$ cat config.mk
export PLATFORM = sky130hd
export DESIGN_NAME = alu_issue_arbiter
export DESIGN_NICKNAME = d
export VERILOG_FILES = /design/src/rtl/alu_issue_arbiter.sv
export SDC_FILE = /design/constraint.sdc
export NUM_CORES = 1
export LEC_CHECK = 0
export BUFFER_PORTS_ARGS = -buffer_cell sky130_fd_sc_hd__clkbuf_2
export CORE_AREA = 2 2 146 148
export DETAILED_ROUTE_END_ITERATION = 12
export DIE_AREA = 0 0 148 150
export MAX_ROUTING_LAYER = met4
export PLACE_DENSITY = 0.66
export SKIP_CTS_REPAIR_TIMING = 1
export SLEW_MARGIN = 15
export SYNTH_ARGS = -nofsm -noshare
export SYNTH_HDL_FRONTEND = slang
export SYNTH_SLANG_ARGS = --single-unit
export TNS_END_PERCENT = 100
$ cat constraint.sdc
create_clock -name clk_in -period 2.1 [get_ports clk_in]
set_input_delay 0.105 -clock clk_in [delete_from_list [all_inputs] [get_ports clk_in]]
set_output_delay 0.105 -clock clk_in [all_outputs]
set_load 0.005 [all_outputs]
$ cat src/rtl/alu_issue_arbiter.sv
// rtl/alu_issue_arbiter.sv - round-robin issue arbiter from reservation-station entries to a single ALU
// Back-to-back grants of the same entry are suppressed by masking with last cycle's grant.
module alu_issue_arbiter #(
    parameter int RS_WIDTH = 2
) (
    input  logic                              clk_in,
    input  logic                              rst_in,
    input  logic                              rdy_in,
    input  logic                              clear,
    input  logic [(2**RS_WIDTH)-1:0]          req_valid,
    input  logic [32*(2**RS_WIDTH)-1:0]       req_a,
    input  logic [32*(2**RS_WIDTH)-1:0]       req_b,
    input  logic [4*(2**RS_WIDTH)-1:0]        req_op,
    output logic [(2**RS_WIDTH)-1:0]          grant,
    output logic                              cal,
    output logic [31:0]                       a,
    output logic [31:0]                       b,
    output logic [3:0]                        alu_op,
    output logic [RS_WIDTH-1:0]               from_rs_index,
    output logic [15:0]                       issue_cnt
);

    localparam int N = 2**RS_WIDTH;

    typedef enum logic {ACTIVE = 1'b0, FLUSH = 1'b1} state_t;

    state_t                state_q, state_d;
    logic [N-1:0]          grant_q, grant_d;
    logic                  cal_q, cal_d;
    logic [31:0]           a_q, a_d;
    logic [31:0]           b_q, b_d;
    logic [3:0]            op_q, op_d;
    logic [RS_WIDTH-1:0]   idx_q, idx_d;
    logic [RS_WIDTH-1:0]   ptr_q, ptr_d;
    logic [15:0]           cnt_q, cnt_d;

    logic [N-1:0]          eligible;
    logic                  win_found;
    logic [RS_WIDTH-1:0]   win_idx;
    logic [RS_WIDTH-1:0]   cand;

    // The grant register doubles as the mask of the entry issued last cycle.
    assign eligible = req_valid & ~grant_q;

    always_comb begin
        win_found = 1'b0;
        win_idx   = ptr_q;
        cand      = ptr_q;
        for (int k = 0; k < N; k++) begin
            cand = ptr_q + RS_WIDTH'(k);
            if (!win_found && eligible[cand]) begin
                win_found = 1'b1;
                win_idx   = cand;
            end
        end
    end

    always_ff @(posedge clk_in or negedge rst_in) begin
        if (!rst_in) begin
            state_q <= ACTIVE;
            grant_q <= '0;
            cal_q   <= 1'b0;
            a_q     <= '0;
            b_q     <= '0;
            op_q    <= '0;
            idx_q   <= '0;
            ptr_q   <= '0;
            cnt_q   <= '0;
        end else if (rdy_in) begin
            state_q <= state_d;
            grant_q <= grant_d;
            cal_q   <= cal_d;
            a_q     <= a_d;
            b_q     <= b_d;
            op_q    <= op_d;
            idx_q   <= idx_d;
            ptr_q   <= ptr_d;
            cnt_q   <= cnt_d;
        end
    end

    always_comb begin
        state_d = state_q;
        if (clear) begin
            state_d = FLUSH;
        end else if (state_q == FLUSH) begin
            state_d = ACTIVE;
        end
    end

    always_comb begin
        grant_d = '0;
        cal_d   = 1'b0;
        a_d     = a_q;
        b_d     = b_q;
        op_d    = op_q;
        idx_d   = idx_q;
        ptr_d   = ptr_q;
        cnt_d   = cnt_q;
        if (clear) begin
            ptr_d = '0;
        end else if (state_q == ACTIVE && win_found) begin
            grant_d = {{(N-1){1'b0}}, 1'b1} << win_idx;
            cal_d   = 1'b1;
            a_d     = req_a[{win_idx, 5'd0} +: 32];
            b_d     = req_b[{win_idx, 5'd0} +: 32];
            op_d    = req_op[{win_idx, 2'd0} +: 4];
            idx_d   = win_idx;
            ptr_d   = win_idx + RS_WIDTH'(1);
            cnt_d   = cnt_q + 16'd1;
        end
    end

    assign grant         = grant_q;
    assign cal           = cal_q;
    assign a             = a_q;
    assign b             = b_q;
    assign alu_op        = op_q;
    assign from_rs_index = idx_q;
    assign issue_cnt     = cnt_q;

endmodule

==> flow_summary_export.csv <==
group,metric,value,unit
run_status,status,"completed",
global_route,antenna_found_initial,0,
die,start_util,27.9,%
global_route,grt_pass1_wl,34.8,mm
die,die_h,150,um
yosys,synth_xor_xnor_area_share,2.27,%
worst_setup_path,r2r-start,"grant[0]",
worst_setup_path,cp.depth,6,
final_layout,diodes,0,
worst_setup_path,max_stage_delay,420,ps
timing,slew_viol_final,0,
global_route,grt_usage,20.4,%
drt,drt-total-wl,23.1,mm
worst_setup_path,critical_path.startpoint,"grant[0]",
yosys,synth-compound-area-share,31.1,%
worst_setup_path,path_cells,"nand2b_2, and3_1, a221o_2, buf_12, a221oi_1, a21oi_1",
drt,drc,0,
pwr,p_leak,4.32,nW
pwr,switchingPower,0.00303,W
clocking,clock_sink_count,94,
yosys,synthAdderAreaFrac,0.216,%
clocking,clock_path_buffers,2,
timing,fmax,0.494,GHz
drt,first_pass_iters,4,
placement,portBuffers,370,
final_layout,design_area,0.00860,mm2
yosys,ys_ff_latch,94,
pwr,netSwitchingFraction,38.3,%
worst_setup_path,worstPathRequired,2330,ps
hold_path,hold_path_class,"input port to register",
worst_setup_path,crit_arrival,2250,ps
die,ios,371,
worst_setup_path,startpoint_type,"register",
worst_setup_path,critPathKind,"register to register",
run,drv_cap,0,
drt,wire_per_inst,18.0,um
final_layout,layout_common_cells,"clkbuf_2 (369), dfrtp_1 (94), nor2_1 (60)",
pwr,vdd_drop_max,362,uV
final_layout,fillCellCount,2056,
final_layout,final_core_util,41.6,%
yosys,synthCells,647,
yosys,synth_top_area_share,40.7,%
pwr,combPwrFrac,44.8,%
worst_setup_path,cp_max_fo,28,
pwr,p_int,0.00488,W
yosys,syn_avg_cell_area,8.93,um2
yosys,synth_top_family_by_area,"compound AO/OA/AOI/OAI gates",
clocking,cts.htree.levels,3,
clocking,numCtsBuffers,9,
die,core,0.0207,mm2
timing,max-slew-margin-rel,54.7,%
worst_setup_path,critPathBufInv,1,
die,die_w,148,um
pwr,clockPowerShare,20.3,%
global_route,grt_pass1_vias,6701,
final_layout,area_growth,48.8,%
pwr,seq_power_share,34.9,%
timing,setup_violations,0,
yosys,synth_top_area_cell,"dfrtp_1",
worst_setup_path,critPathTopFamily,"compound AO/OA/AOI/OAI gates",
timing,period_share,96.4,%
drt,vias,6789,
yosys,synth_area_leaders,"dfrtp_1 (41%), a221oi_1 (7.9%), a22o_1 (7.9%), mux2i_1 (5.5%), nand3_1 (5.1%)",
timing,skew,11.9,ps
drt,via_per_inst,5.30,
final_layout,drive_gt1_share,45.1,%
yosys,async_reset_ff_share,100,%
clocking,cts-root-buf,"clkbuf_16",
timing,rsz0062_at_grt,"yes",
yosys,synth-edff-count,0,
yosys,synth-simple-area-share,14.5,%
clocking,insertion_delay,350,ps
die,dieArea,0.0222,mm2
yosys,synth_nets,928,
yosys,ys_warn_count,0,
yosys,muxShareOfSynthArea,5.74,%
worst_setup_path,worstSetupEndpointType,"register",
timing,final-hold-violation-count,0,
yosys,ys_seq_area_share,40.7,%
global_route,grt_max_degree,56,
final_layout,final_common_cell,"clkbuf_2",
yosys,yosysUniqueCellTypes,43,
drt,ant_nets,0,
clocking,cts_tree,"done",
pwr,powerDensity,920,mW/mm2
timing,hold_ws,41.6,ps
placement,place_area,0.00818,mm2
worst_setup_path,critPathCapture,"b[27]",
die,row_count,53,
placement,dp_hpwl,16.8,mm
clocking,clk_pin_slew,80,ps
timing,tightestPinTransition,679,ps
timing,period_needed,2020,ps
worst_setup_path,rr_worst_depth,6,
placement,place_congestion,0.909,
drt,drt_iter0_drc,355,
final_layout,finalNetCount,1284,
global_route,grt_overflow,0,
yosys,ys.flop_type,"dfrtp_1",
worst_setup_path,slowest_stage,"a221o_2",
worst_setup_path,ff2ff_setup_slack,80,ps
yosys,syn-cell-area,0.00578,mm2
worst_setup_path,r2r_end,"b[27]",
layer usage:
layer | GRT usage, % | wire, um
met5 | - | 0
met4 | 9.00 | 666
met3 | 2.38 | 1480
met2 | 34.2 | 11400
met1 | 24.8 | 9540
worst min path at each step:
stage | start | to | slack [ps] | cells after the start
after floorplan | rst_in | a[0] | -190 | 0
after global placement | rst_in | a[31] | 190 | 1
after detailed placement | rst_in | b[19] | 190 | 1
after CTS | rst_in | b[19] | -200 | 1
after global routing | clear | state_q | 40 | 2
final | clear | state_q | 40 | 2
cells by family (layout without fill, tap and decap cells):
logic type / count (synthesis) / in the layout
mux: 33 / 33
simple gates: 179 / 179
compound gates: 250 / 250
flops: 94 / 94
buf+inv: 75 / 435
xor+xnor: 15 / 15
fa+ha+maj: 1 / 1
cells in the mapped netlist (2+ instances only):
master / n
a21oi_1: 55
a221o_1: 2
a221oi_1: 52
a22o_1: 52
and3_1: 4
and4_1: 2
buf_2: 21
buf_4: 3
clkbuf_1: 42
dfrtp_1: 94
inv_1: 8
mux2i_1: 32
nand2_1: 33
nand2b_1: 4
nand3_1: 59
nand4_1: 3
nor2_1: 60
nor2b_1: 5
nor3_1: 3
o21ai_0: 57
o221ai_1: 16
o22ai_1: 6
xnor2_1: 8
xor2_1: 7
stage by stage:
step	power [W]	setup WS, ps	TNS, ps	std cells
after floorplan	0.00458	183	0	647
after CTS	0.00794	-83.5	-117	1277
after detailed placement	0.00629	-70.4	-84.8	1262
after global routing	0.00849	-15.3	-79.2	1282
after global placement	0.00625	-47.5	-49.1	1262
final	0.00791	76.3	0	1282
worst register-to-register path, stage by stage (launching register included):
cell	delay [ps]
dfrtp_1	390
nand2b_2	260
and3_1	220
a221o_2	420
buf_12	190
a221oi_1	330
a21oi_1	110
area by class of cell:
class	count	area (um2)	area share [%]
Multi-Input combinational cell	478	3220	37.5
Timing Repair Buffer	412	2370	27.6
Sequential cell	94	2350	27.4
Tap cell	275	344	4.00
Clock buffer	9	225	2.62
Clock inverter	6	53.8	0.626
Inverter	8	30.0	0.349
state kept, by name, summed over array words and instances (netlist names):
name and flops:
ptr_q 2, a 32, cal 1, grant 4, from_rs_index 2, issue_cnt 16
state_q 1, b 32, alu_op 4
power by group through the flow:
stage	clock [W]	combinational (W)	sequential, W
after floorplan	0	0.00180	0.00278
after global placement	0	0.00346	0.00278
after detailed placement	0	0.00351	0.00279
after CTS	0.00166	0.00351	0.00276
after global routing	0.00173	0.00391	0.00284
final	0.00161	0.00355	0.00276
Note: power is estimated with default switching activity, not from simulation.
